==> config.mk <==
export PLATFORM = sky130hd
export DESIGN_NAME = addr_cs_ctrl_flat
export DESIGN_NICKNAME = d
export VERILOG_FILES = /design/src/rtl/addr_cs_pkg.sv /design/src/rtl/addr_cs_ctrl_if.sv /design/src/rtl/cs_wait_counter.sv /design/src/rtl/addr_cs_ctrl.sv /design/src/flat_wrapper.sv
export SDC_FILE = /design/constraint.sdc
export NUM_CORES = 1
export LEC_CHECK = 0
export ABC_AREA = 1
export CAP_MARGIN = 10
export CORE_MARGIN = 2
export CORE_UTILIZATION = 50
export CTS_BUF_LIST = sky130_fd_sc_hd__clkbuf_4 sky130_fd_sc_hd__clkbuf_8
export CTS_CLUSTER_DIAMETER = 200
export DETAILED_ROUTE_END_ITERATION = 7
export DONT_BUFFER_PORTS = 1
export GPL_ROUTABILITY_DRIVEN = 0
export PLACE_DENSITY = 0.68
export SETUP_SLACK_MARGIN = 0.5
export SYNTH_ARGS = -nofsm -noshare
export SYNTH_HDL_FRONTEND = slang
export SYNTH_SLANG_ARGS = --single-unit
==> constraint.sdc <==
create_clock -name clk -period 1.3 [get_ports clk]
set_clock_uncertainty 0.1 [all_clocks]
set_input_delay 0.13 -clock clk [delete_from_list [all_inputs] [get_ports clk]]
set_output_delay 0.13 -clock clk [all_outputs]
set_load 0.05 [all_outputs]
==> src/rtl/addr_cs_pkg.sv <==
// addr_cs_pkg: shared types and constants for the address-decoded chip-select
// controller. This package holds the FSM state type and the err_cnt width.
package addr_cs_pkg;

    // FSM states of the access sequencer.
    typedef enum logic [2:0] {
        IDLE   = 3'd0,
        DECODE = 3'd1,
        ACCESS = 3'd2,
        DONE   = 3'd3,
        ERR    = 3'd4
    } state_t;

    // Width of the error counter output.
    localparam int ERR_CNT_W = 8;

endpackage : addr_cs_pkg

==> src/rtl/addr_cs_ctrl_if.sv <==
// addr_cs_ctrl_if: request/config/status bundle between a bus master and the
// chip-select controller. The master drives the request and configuration
// signals. The controller (slave) drives the handshake and status signals.
interface addr_cs_ctrl_if
    import addr_cs_pkg::*;
#(
    parameter int ADDR_W = 32,
    parameter int SEL_W  = 2,
    parameter int WAIT_W = 4
);
    localparam int NUM_CS = 2 ** SEL_W;

    logic                     en;
    logic                     req;
    logic [ADDR_W-1:0]        addr;
    logic [NUM_CS-1:0]        cs_enable;
    logic [NUM_CS*WAIT_W-1:0] wait_cfg;
    logic                     ready;
    logic [NUM_CS-1:0]        cs;
    logic                     done;
    logic                     err;
    logic [ERR_CNT_W-1:0]     err_cnt;

    modport master (
        output en, req, addr, cs_enable, wait_cfg,
        input  ready, cs, done, err, err_cnt
    );

    modport slave (
        input  en, req, addr, cs_enable, wait_cfg,
        output ready, cs, done, err, err_cnt
    );

endinterface : addr_cs_ctrl_if

==> src/rtl/cs_wait_counter.sv <==
// cs_wait_counter: wait-state down-counter. The counter is loaded when a
// region is selected. It decrements while the access is in progress. It
// stops at zero and reports that through a zero flag.
module cs_wait_counter #(
    parameter int WAIT_W = 4
) (
    input  logic              clk,
    input  logic              rst_n,
    input  logic              i_load,
    input  logic [WAIT_W-1:0] i_load_val,
    input  logic              i_dec,
    output logic              o_zero
);

    logic [WAIT_W-1:0] r_count;

    // Load, or count down toward zero and hold there.
    always_ff @(posedge clk or negedge rst_n) begin
        if (!rst_n) begin
            r_count <= '0;
        end else if (i_load) begin
            r_count <= i_load_val;
        end else if (i_dec && (r_count != '0)) begin
            r_count <= r_count - 1'b1;
        end
    end

    assign o_zero = (r_count == '0);

endmodule : cs_wait_counter

==> src/rtl/addr_cs_ctrl.sv <==
// addr_cs_ctrl: the top address bits of a request select one of NUM_CS
// regions. An enabled region gets a registered one-hot chip-select for
// wait+1 cycles, followed by a one-cycle done pulse. A disabled region
// gives a one-cycle err pulse. Dropping en aborts the access silently.
// Optional feature: define ADDR_CS_ERR_CNT_EN to build a saturating error
// counter. Without it, err_cnt is tied to zero.
module addr_cs_ctrl
    import addr_cs_pkg::*;
#(
    parameter int ADDR_W = 32,
    parameter int SEL_W  = 2,
    parameter int WAIT_W = 4
) (
    input  logic          clk,
    input  logic          rst_n,
    addr_cs_ctrl_if.slave bus
);

    localparam int NUM_CS = 2 ** SEL_W;

    state_t              r_state;
    logic [SEL_W-1:0]    r_sel;
    logic                r_ready;
    logic [NUM_CS-1:0]   r_cs;
    logic                r_done;
    logic                r_err;

    logic                w_region_ok;
    logic [NUM_CS-1:0]   w_onehot;
    logic [WAIT_W-1:0]   w_wait_val;
    logic                w_load;
    logic                w_dec;
    logic                w_zero;

    // Region decode from the region index latched with the request.
    assign w_region_ok = bus.cs_enable[r_sel];
    assign w_onehot    = NUM_CS'(1) << r_sel;
    assign w_wait_val  = bus.wait_cfg[r_sel*WAIT_W +: WAIT_W];
    assign w_load      = (r_state == DECODE) && bus.en && w_region_ok;
    assign w_dec       = (r_state == ACCESS) && bus.en;

    cs_wait_counter #(
        .WAIT_W(WAIT_W)
    ) u_wait_cnt (
        .clk        (clk),
        .rst_n      (rst_n),
        .i_load     (w_load),
        .i_load_val (w_wait_val),
        .i_dec      (w_dec),
        .o_zero     (w_zero)
    );

    // Access sequencer. Every output is registered together with the state.
    always_ff @(posedge clk or negedge rst_n) begin
        if (!rst_n) begin
            r_state <= IDLE;
            r_sel   <= '0;
            r_ready <= 1'b1;
            r_cs    <= '0;
            r_done  <= 1'b0;
            r_err   <= 1'b0;
        end else begin
            // NOTE: done/err default low here so that each is a single-cycle
            // pulse; non-blocking keeps every branch reading pre-edge values.
            r_done <= 1'b0;
            r_err  <= 1'b0;
            case (r_state)
                IDLE: begin
                    if (bus.req && bus.en) begin
                        r_sel   <= bus.addr[ADDR_W-1 -: SEL_W];
                        r_ready <= 1'b0;
                        r_state <= DECODE;
                    end
                end
                DECODE: begin
                    if (!bus.en) begin
                        r_ready <= 1'b1;
                        r_state <= IDLE;
                    end else if (w_region_ok) begin
                        r_cs    <= w_onehot;
                        r_state <= ACCESS;
                    end else begin
                        r_err   <= 1'b1;
                        r_state <= ERR;
                    end
                end
                ACCESS: begin
                    if (!bus.en) begin
                        r_cs    <= '0;
                        r_ready <= 1'b1;
                        r_state <= IDLE;
                    end else if (w_zero) begin
                        r_cs    <= '0;
                        r_done  <= 1'b1;
                        r_state <= DONE;
                    end
                end
                DONE, ERR: begin
                    r_ready <= 1'b1;
                    r_state <= IDLE;
                end
                default: begin
                    r_cs    <= '0;
                    r_ready <= 1'b1;
                    r_state <= IDLE;
                end
            endcase
        end
    end

    assign bus.ready = r_ready;
    assign bus.cs    = r_cs;
    assign bus.done  = r_done;
    assign bus.err   = r_err;

`ifdef ADDR_CS_ERR_CNT_EN
    logic                 w_err_set;
    logic [ERR_CNT_W-1:0] r_err_cnt;

    // The counter steps on the same edge that raises err.
    assign w_err_set = (r_state == DECODE) && bus.en && !w_region_ok;

    // Saturating count of err pulses.
    always_ff @(posedge clk or negedge rst_n) begin
        if (!rst_n) begin
            r_err_cnt <= '0;
        end else if (w_err_set && (r_err_cnt != '1)) begin
            r_err_cnt <= r_err_cnt + 1'b1;
        end
    end

    assign bus.err_cnt = r_err_cnt;
`else
    assign bus.err_cnt = '0;
`endif

endmodule : addr_cs_ctrl

==> src/flat_wrapper.sv <==
// flat-port wrapper written by rule: the top's interface ports become plain ports
module addr_cs_ctrl_flat import addr_cs_pkg::*;
#(
    parameter int ADDR_W = 32,
    parameter int SEL_W  = 2,
    parameter int WAIT_W = 4
)
  (clk, rst_n, bus_en, bus_req, bus_addr, bus_cs_enable, bus_wait_cfg, bus_ready, bus_cs, bus_done, bus_err, bus_err_cnt);
  addr_cs_ctrl_if #(.ADDR_W(ADDR_W), .SEL_W(SEL_W), .WAIT_W(WAIT_W)) bus_i ();
  input  logic clk;
  input  logic rst_n;
  input wire logic [$bits(bus_i.en)-1:0] bus_en;
  input wire logic [$bits(bus_i.req)-1:0] bus_req;
  input wire logic [$bits(bus_i.addr)-1:0] bus_addr;
  input wire logic [$bits(bus_i.cs_enable)-1:0] bus_cs_enable;
  input wire logic [$bits(bus_i.wait_cfg)-1:0] bus_wait_cfg;
  output wire logic [$bits(bus_i.ready)-1:0] bus_ready;
  output wire logic [$bits(bus_i.cs)-1:0] bus_cs;
  output wire logic [$bits(bus_i.done)-1:0] bus_done;
  output wire logic [$bits(bus_i.err)-1:0] bus_err;
  output wire logic [$bits(bus_i.err_cnt)-1:0] bus_err_cnt;
  assign bus_i.en = bus_en;
  assign bus_i.req = bus_req;
  assign bus_i.addr = bus_addr;
  assign bus_i.cs_enable = bus_cs_enable;
  assign bus_i.wait_cfg = bus_wait_cfg;
  assign bus_ready = bus_i.ready;
  assign bus_cs = bus_i.cs;
  assign bus_done = bus_i.done;
  assign bus_err = bus_i.err;
  assign bus_err_cnt = bus_i.err_cnt;
  addr_cs_ctrl #(.ADDR_W(ADDR_W), .SEL_W(SEL_W), .WAIT_W(WAIT_W)) u_core (.clk(clk), .rst_n(rst_n), .bus(bus_i));
endmodule
After elaboration in Yosys (flattened, before gate mapping) --
Index checks and enable logic that the tools add are counted.
Cells by class: magnitude comparators 1, multiply operators 0, add/subtract/negate cells 1, equal/unequal tests 9, muxes and demuxes 24, divide/modulo/power cells 0, shift operators 2, bitwise gates (word level) 1, reductions and logical operators 15
Operators by type and width (number):
- $mux W4 | 6
- $shiftx A16 B5 Y4 | 1
- $mux W3 | 5
- $pmux W4 S3 | 1
- $mux W1 | 9
- $pmux W3 S3 | 1
- $eq A3 B2 Y1 const B | 2
- $reduce_and A2 Y1 | 3
- $logic_and A1 B1 Y1 | 5
- $logic_not A4 Y1 | 1
- $ne A2 B1 Y1 const B | 2
- $ne A2 B2 Y1 const B | 2
- $reduce_and A4 Y1 | 1
- $reduce_bool A4 Y1 | 1
- $shl A1 B2 Y4 const A | 1
- $sub A4 B1 Y4 const B | 1
- $eq A3 B1 Y1 const B | 1
- $eq A3 B3 Y1 const B | 1
- $logic_not A3 Y1 | 1
- $lt A2 B3 Y1 const B | 1
- $ne A3 B3 Y1 const B | 1
- $reduce_or A3 Y1 | 1
- $bmux W1 S2 | 1
- $pmux W1 S2 | 1
- 3 further kinds | 3
Word-level totals: register bits after elaboration 16, memory bits (read-only) 0, logic and storage cells 60, memories 0, output and inout port bits 15, input bits 56, RAM bits 0, latch bits 0

Logic depth before layout (Yosys ltp) --
Gate-level depths: netlist of run 1.
word-level depth 5, mapped depth 10

Modules after synthesis --
Synthesis of run 1 repeated with hierarchy kept, for this count alone.
Second synthesis, totals: cells, all modules 150, area total of the unflattened synthesis 1031.0 um^2
By module, submodules not included:
- addr_cs_ctrl | area each 735.7 um^2, times used 1, cells an instance 104, seq. area each 301.5 um^2
- cs_wait_counter | area each 295.3 um^2, times used 1, cells an instance 46, seq. area each 100.1 um^2

Worst setup path before layout of run 1 --
No wires, ideal clock.
path type reg2reg, start point register u_core.u_wait_cnt.r_count[0], end point register u_core.u_wait_cnt.r_count[0], setup time 0.123 ns, stages on the path, launching flop included 10, arrival 1.181 ns, setup slack -0.104 ns, buffers on the path 0, period minus slack after synthesis 1.404 ns, cells stage by stage dfrtp_1 -> inv_1 -> ha_1 -> nand2_1 -> nor2_1 -> inv_1 -> nand2_2 -> nor2_1 -> o21ai_0 -> nand2_1
On the way: cells in the longest elaborated chain, start to end 3
Ends and longest elaborated chain:
- start: declaration | RTL line cs_wait_counter.sv:15 | logic [WAIT_W-1:0] r_count;
- start signal: assignment | RTL line cs_wait_counter.sv:22 | r_count <= i_load_val;
- start signal: assignment | RTL line cs_wait_counter.sv:24 | r_count <= r_count - 1'b1;
- $sub A4 B1 Y4 / $reduce_bool A4 Y1 (equally long branches) | RTL line cs_wait_counter.sv:24, cs_wait_counter.sv:23
- $mux W4 / $logic_and A1 B1 Y1 (equally long branches) | RTL line cs_wait_counter.sv:23 | end else if (i_dec && (r_count != '0)) begin
- $mux W4 / $reduce_bool A2 Y1 (equally long branches)
Parallel ways exist; a longest one is shown, timed or not. The select of a mux whose other input is x is not followed. A chain may end at the register's enable or synchronous reset.

Worst setup path in the final report of run 1 --
Ends and elaborated chain as after synthesis.

==> metrics.sh, run 1 <==
OUTCOME='finished with violations'
VIOLATIONS='hold timing, setup timing'
CTS_TREE='built'
CRITPATHLAUNCHTYPE='flip-flop'
SYNTH-SEQ-AREA-SHARE_PCT=38.3
DIE_W_UM=49.8
ROUTE.ANTENNA.REMAINING_NETS=0
FINAL_CRITICAL_PATH_SETUP_SLACK_NS=-0.105
START_UTIL_PCT=53.5
FINALSETUPTNS_NS=-0.677
FINAL-MAX-SLEW-VIOLATION-COUNT=0
POWER_DENSITY_mW_PER_MM2=2380
DIE-AREA_SQ_MM=0.00248
SYNTHCELLS=152
YOSYSUNIQUECELLTYPES=22
GRT_START_MAX_NET_PINS=17
STDCELL_COUNT=206
INITIAL_ANTENNA_VIOLATION_COUNT=0
CLOCK_LATENCY_NS=0.28
REPORT.FINAL.SETUP_VIOL=8
FINAL_LAYOUT_SIZE_SUFFIX_GT1_SHARE_PCT=41.9
DIE_H_UM=49.8
IO_PINS=71
COREAREA_SQ_MM=0.00196
CTS-HTREE-LEVELS=1
SYNTH-SEQ-CELLS=16
VIAS_PER_INST=4.94
ROUTE.DETAILED.WL_PER_INST_UM=12.1
FIRST_PASS_ITERS=4
CTS.SINKS=16
PLACEDINSTANCEAREA_SQ_MM=0.00119
YS.WARNINGS.COUNT=0
GRT_PASS1_WL_UM=3990
SYNTHDOMINANTAREACELLTYPE='sky130_fd_sc_hd__dfrtp_1'
FINALNETCOUNT=237
FIRST_ITER_VIOLATIONS=14
POST-LAYOUT-TOTAL-POWER_uW=3390
DETAIL_ROUTE.DRC_VIOLATIONS=0
SYNTHESIS.AREA_PER_INSTANCE_SQ_UM=6.91
POST_SYNTH_MOST_FREQUENT_CELLS='56 x sky130_fd_sc_hd__nand2_1, 18 x sky130_fd_sc_hd__nor2_1, 15 x sky130_fd_sc_hd__dfrtp_1, 14 x sky130_fd_sc_hd__inv_1, 11 x sky130_fd_sc_hd__nand3_1'
CLOCK_PATH_BUFFERS=2
CTS.CLK_SLEW.WORST_PATHS_NS=0.10
CRITICALPATHCATEGORY='reg -> reg'
MAPPEDNETLISTAREA_SQ_MM=0.00105
FMAXACHIEVABLE_MHz=712
MAX_SLEW_MARGIN_PCT=49.1
ROWS=16
FINAL_DESIGN_AREA_NO_FILL_SQ_MM=0.00142
WORST_HOLD_PATH_TYPE='in -> async'
REQUIRED_NS=1.37
PLACE_HPWL_UM=1720
PLACED_CELLS_INCL_TAPS=192
UNREPAIRED_SETUP_ENDPOINTS_AFTER_GLOBAL_ROUTING='true'
POST-SYNTH-TOP-COUNT-CELL='sky130_fd_sc_hd__nand2_1'
SYNTHDOMINANTCELLAREASHARE_PCT=35.8
DP_WORST_SETUP_SLACK_NS=-0.160
ANTENNA_CELLS=0
FINALHOLDVIOLCOUNT=16
P_LEAK_uW=0.000755
GRT_REMAINING_OVERFLOW=0
HOLD_SLACK_NS=-0.126
LAYOUT_MIN_CYCLE_TIME_NS=1.40
FIRST_GLOBAL_VIAS=960
YOSYS-TOP-CELLS-AREA='sky130_fd_sc_hd__dfrtp_1 36%, sky130_fd_sc_hd__nand2_1 20%, sky130_fd_sc_hd__nor2_1 6.4%'
TRITONCTS.NUM_BUFFERS=3
TIMING.CRITICAL_PATH.ARRIVAL_NS=1.48
TRACK_USAGE_PCT=20.7
POSTSYNTH.TOPFLOPCELL='sky130_fd_sc_hd__dfrtp_1'
CELL_AT_THE_ROOT_OF_THE_CLOCK_TREE='sky130_fd_sc_hd__clkbuf_4'
AREA.GROWTH.SYNTH_TO_FINAL_PCT=35.3
TIGHTEST_SLEW_NS=0.764
MAX-CAP-VIOLATIONS=0
DETAILROUTE.VIA_COUNT=1017
SYNTH-ASYNC-RESET-RATIO_PCT=100
PORT-BUFFER-COUNT=0
ROUTED_WL_UM=2490
N_FILL_CELL=172
WORST_IR_DROP_VDD_mV=1.46
WORSTSETUPENDPOINTTYPE='flip-flop'
SYNTH_ENABLE_FLOP_CELLS=0
MAXIMUM_FANOUT_ALONG_THE_WORST_PATH=7
POST-ROUTE-PERIOD-UTIL_PCT=108
COUNT_OF_HOLD_BUFFERS_INSERTED_BY_POST_CTS_REPAIR=3
## critical path, stage by stage (launching register included)
cell and delay (ns):
sky130_fd_sc_hd__dfrtp_1 0.40, sky130_fd_sc_hd__inv_2 0.09, sky130_fd_sc_hd__ha_4 0.15, sky130_fd_sc_hd__nand2_4 0.05, sky130_fd_sc_hd__nor2_4 0.10, sky130_fd_sc_hd__inv_2 0.06
sky130_fd_sc_hd__nand2_4 0.10, sky130_fd_sc_hd__nor2_1 0.05, sky130_fd_sc_hd__o21ai_1 0.14, sky130_fd_sc_hd__nand2_1 0.06
## cells in the final DEF (no fill, tap or decap), types with 2 or more instances in the layout
cell type,n
sky130_fd_sc_hd__nand4_1,2
sky130_fd_sc_hd__buf_4,15
sky130_fd_sc_hd__dfrtp_2,8
sky130_fd_sc_hd__a22oi_1,2
sky130_fd_sc_hd__conb_1,8
sky130_fd_sc_hd__o21ai_2,3
sky130_fd_sc_hd__nand2_2,7
sky130_fd_sc_hd__inv_1,7
sky130_fd_sc_hd__nor2_2,5
sky130_fd_sc_hd__nand2_4,4
sky130_fd_sc_hd__nand2_1,52
sky130_fd_sc_hd__nand3_1,6
sky130_fd_sc_hd__nor2_1,12
sky130_fd_sc_hd__nor2_4,4
sky130_fd_sc_hd__inv_2,8
sky130_fd_sc_hd__buf_6,4
sky130_fd_sc_hd__clkbuf_4,4
sky130_fd_sc_hd__dlygate4sd3_1,2
sky130_fd_sc_hd__a21oi_1,2
sky130_fd_sc_hd__nand3_2,4
sky130_fd_sc_hd__dfrtp_1,7
sky130_fd_sc_hd__inv_4,2
## cell type report
cell class | instances | area (sq um) | share of cell area [%]
inverter | 18 | 80.1 | 5.64
tap | 27 | 33.8 | 2.38
timing repair buffer | 23 | 205 | 14.4
clock buffer | 4 | 30.0 | 2.11
sequential | 16 | 412 | 29.0
multi-input combinational | 118 | 659 | 46.4
## sequential cells by signal, summed over array words and instances, names as in the netlist
signal                     cells
u_core.bus.done                1
u_core.bus.cs                  4
u_core.bus.err                 1
u_core.bus.ready               1
u_core.r_sel                   2
u_core.u_wait_cnt.r_count      4
u_core.r_state                 3
## layer usage
metal	track usage (%)	wire length [um]	up-vias
met2	37.8	1310	37
met5	0	0	-
met4	5.56	13	0
met3	2.73	155	2
met1	25.2	1010	466
li1	-	-	512
## where the power goes
group	internal (uW)	switching [uW]	total, uW
clock network	140	158	298
registers	704	356	1060
logic	876	1150	2030
## kinds of logic (layout without fill, tap and decap cells)
group | after synthesis | after routing | share of synthesized area (%)
other | 1 | 8 | 0.357
AND/OR/NAND/NOR | 97 | 98 | 41.1
XOR/XNOR | 1 | 1 | 0.834
AO/OA/AOI/OAI | 10 | 10 | 5.60
adder cells (fa/ha/maj) | 1 | 1 | 1.19
flip-flops | 16 | 16 | 38.3
buffers and inverters | 26 | 45 | 12.6
## through the flow
| stage | util (%) | hold WS, ns |
|---|---|---|
| after floorplan | - | -0.266 |
| after global routing | 72.4 | -0.0857 |
| after CTS | 67.7 | -0.0281 |
| after detailed placement | 60.5 | -0.265 |
| after global placement | 60.5 | -0.265 |
| final | 72.4 | -0.126 |
## repair_timing
| action | CTS | global route |
|---|---|---|
| pin swaps | 12 | 11 |
| setup buffers | 2 | 4 |
| setup endpoints to repair | 23 | 39 |
| gates cloned | 0 | 1 |
| endpoints found under the hold margin | 19 | 16 |
| resized for setup | 20 | 18 |
## worst paths after layout
check	from	endpoint	slack, ns	depth (start not counted)
worst max-delay path	u_core.u_wait_cnt.r_count[0]	u_core.u_wait_cnt.r_count[0]	-0.10	9
worst min-delay path	rst_n	u_core.r_state[2]	-0.13	1
worst max register to register	u_core.u_wait_cnt.r_count[0]	u_core.u_wait_cnt.r_count[0]	-0.10	9
worst min register to register	u_core.bus.ready	u_core.bus.ready	0.41	2
max in group asynchronous	rst_n	u_core.bus.done	0.70	1
min in group clk	bus_wait_cfg[8]	u_core.u_wait_cnt.r_count[0]	-0.02	4
No activity file was read; power rests on OpenSTA's default activity.
==> inputs of run 2 (changes only) <==
- SETUP_SLACK_MARGIN: 0.5 -> default
==> metrics.sh, run 2 (same netlist as run 1, synthesis figures left out) <==
REQUIRED_NS=1.39
VIOLATIONS='setup timing'
ROUTED_WL_UM=2570
FIRST_GLOBAL_VIAS=945
CTS.CLK_SLEW.WORST_PATHS_NS=0.10
CTS_TREE='built'
DIE_H_UM=49.8
WORSTSETUPENDPOINTTYPE='flip-flop'
MAXIMUM_FANOUT_ALONG_THE_WORST_PATH=4
DETAILROUTE.VIA_COUNT=1039
FINALHOLDVIOLCOUNT=0
FINAL-SEQ-AREA_SQ_UM=404
SWITCHING_POWER_SUMMED_OVER_ALL_NETS_uW=1650
ROWS=16
FINAL_LAYOUT_SIZE_SUFFIX_GT1_SHARE_PCT=36.6
TRACK_USAGE_PCT=20.8
NETSWITCHINGFRACTION_PCT=49.3
HOLD_SLACK_NS=0.0336
FINALNETCOUNT=244
LAYOUT.CORE_UTILIZATION_PCT=74.4
FINALSETUPTNS_NS=-0.697
CRITICAL_R2R_LAUNCH='u_core.u_wait_cnt.r_count[0]'
AREA.GROWTH.SYNTH_TO_FINAL_PCT=39.0
ANTENNA_CELLS=0
DIE-AREA_SQ_MM=0.00248
CLOCK_PATH_BUFFERS=2
FMAXACHIEVABLE_MHz=716
POWER.COMBINATIONAL.FRACTION_PCT=61.0
CTS-HTREE-LEVELS=1
FIRST_ITER_VIOLATIONS=19
POWER_DENSITY_mW_PER_MM2=2290
FIRST_PASS_ITERS=4
TIMING.CRITICAL_PATH.ARRIVAL_NS=1.49
ROUTE.ANTENNA.REMAINING_NETS=0
MOSTFREQUENTLAYOUTCELLS='49 x sky130_fd_sc_hd__nand2_1, 20 x sky130_fd_sc_hd__buf_4, 13 x sky130_fd_sc_hd__dfrtp_1'
CRITPATHLAUNCHTYPE='flip-flop'
TIGHTEST_SLEW_NS=0.754
FINAL-MAX-SLEW-VIOLATION-COUNT=0
UNREPAIRED_SETUP_ENDPOINTS_AFTER_GLOBAL_ROUTING='true'
REPORT.FINAL.SETUP_VIOL=10
FINAL_COMMON_CELL='sky130_fd_sc_hd__nand2_1'
GRT_START_MAX_NET_PINS=17
PLACE_HPWL_UM=1800
DIE_W_UM=49.8
OUTCOME='finished with violations'
FINAL_CRITICAL_PATH_SETUP_SLACK_NS=-0.0958
COREAREA_SQ_MM=0.00196
WORST_HOLD_PATH_TYPE='in -> reg'
VIAS_PER_INST=4.88
POST-ROUTE-PERIOD-UTIL_PCT=107
GRT_PASS1_WL_UM=3850
P_CLK_SHARE_PCT=10.3
PORT-BUFFER-COUNT=0
INITIAL_ANTENNA_VIOLATION_COUNT=0
RR_WORST_DEPTH=9
P_LEAK_uW=0.000785
CELL_AT_THE_ROOT_OF_THE_CLOCK_TREE='sky130_fd_sc_hd__clkbuf_4'
CLOCK_LATENCY_NS=0.29
HOLDCRITSTARTPOINT='bus_en'
WHS_PATH_DEPTH=4
MAX_SLEW_MARGIN_PCT=49.6
R2R-END='u_core.bus.cs[1]'
CRITICALPATHCATEGORY='reg -> reg'
LAYOUT_MIN_CYCLE_TIME_NS=1.40
CTS.SINKS=16
WHS_ENDPOINT='u_core.r_state[0]'
IO_PINS=71
DETAIL_ROUTE.DRC_VIOLATIONS=0
TRITONCTS.NUM_BUFFERS=3
FF2FF_SETUP_SLACK_NS=-0.1
START_UTIL_PCT=53.5
MAX-CAP-VIOLATIONS=0
N_FILL_CELL=164
MULTI_INPUT_LOGIC_AREA_SQ_UM=651
INTERNAL_CELL_POWER_uW=1690
WORST_IR_DROP_VDD_mV=1.72
GRT_REMAINING_OVERFLOW=0
ROUTE.DETAILED.WL_PER_INST_UM=12.0
SEQUENTIALPOWERSHARE_PCT=28.8
==> run 2: metal layers <==
| metal | vias up | routed length [um] | global-route usage [%] |
|---|---|---|---|
| li1 | 524 | - | - |
| met5 | - | 0 | 0 |
| met3 | 4 | 101 | 3.33 |
| met1 | 475 | 1010 | 23.4 |
| met4 | 0 | 43 | 10.2 |
| met2 | 36 | 1410 | 37.8 |
==> run 2: power by group through the flow <==
stage,clock network [uW],registers [uW],logic [uW]
2_1_floorplan,0,1040,1040
3_3_place_gp,0,913,1610
3_5_place_dp,0,926,1660
4_1_cts,345,922,1760
5_1_grt,376,988,2240
6_report,343,960,2030
==> run 2: final cells by class <==
class                           instances  share of cell area (%)
Clock buffer                            4                    2.49
Timing Repair Buffer                   30                    17.4
Tap cell                               27                    2.32
Inverter                               18                    5.49
Sequential cell                        16                    27.7
Multi-Input combinational cell        118                    44.6
==> run 2: worst max path at each step <==
stage	start	end	slack (ns)	cells past startpoint
after global routing	u_core.u_wait_cnt.r_count[0]	u_core.bus.cs[3]	-0.23	9
final	u_core.u_wait_cnt.r_count[0]	u_core.bus.cs[1]	-0.1	9
after CTS	u_core.u_wait_cnt.r_count[0]	u_core.bus.cs[0]	-0.11	9
after floorplan	u_core.u_wait_cnt.r_count[1]	u_core.u_wait_cnt.r_count[0]	-0.04	9
after detailed placement	u_core.u_wait_cnt.r_count[1]	u_core.u_wait_cnt.r_count[0]	-0.14	9
after global placement	u_core.u_wait_cnt.r_count[1]	u_core.u_wait_cnt.r_count[0]	-0.12	9
==> run 2: critical path, cell delays in order, from the launching register on <==
cell                      delay [ns]
sky130_fd_sc_hd__dfrtp_1        0.40
sky130_fd_sc_hd__inv_2          0.08
sky130_fd_sc_hd__ha_4           0.14
sky130_fd_sc_hd__nand2_4        0.05
sky130_fd_sc_hd__nor2_4         0.09
sky130_fd_sc_hd__nor2_2         0.06
sky130_fd_sc_hd__nor2_1         0.11
sky130_fd_sc_hd__nand3_2        0.12
sky130_fd_sc_hd__nand2_1        0.08
sky130_fd_sc_hd__nand2_1        0.05
==> run 2: metrics by stage <==
stage	power [uW]	cell area, sq um	std cells	setup WS, ns
after detailed placement	2590	1200	197	-0.143
after CTS	3030	1330	208	-0.109
final	3340	1460	213	-0.0958
after floorplan	2090	1090	159	-0.0408
after global placement	2520	1200	197	-0.121
after global routing	3610	1460	213	-0.226
==> run 2: timing repair <==
action | in CTS | in global routing
hold buffers | 7 | 0
hold endpoints to repair | 19 | 0
endpoints found under the setup margin | 10 | 12
buffers inserted | 0 | 4
pin swaps | 12 | 17
gates resized for setup | 8 | 26
gates cloned | 0 | 1
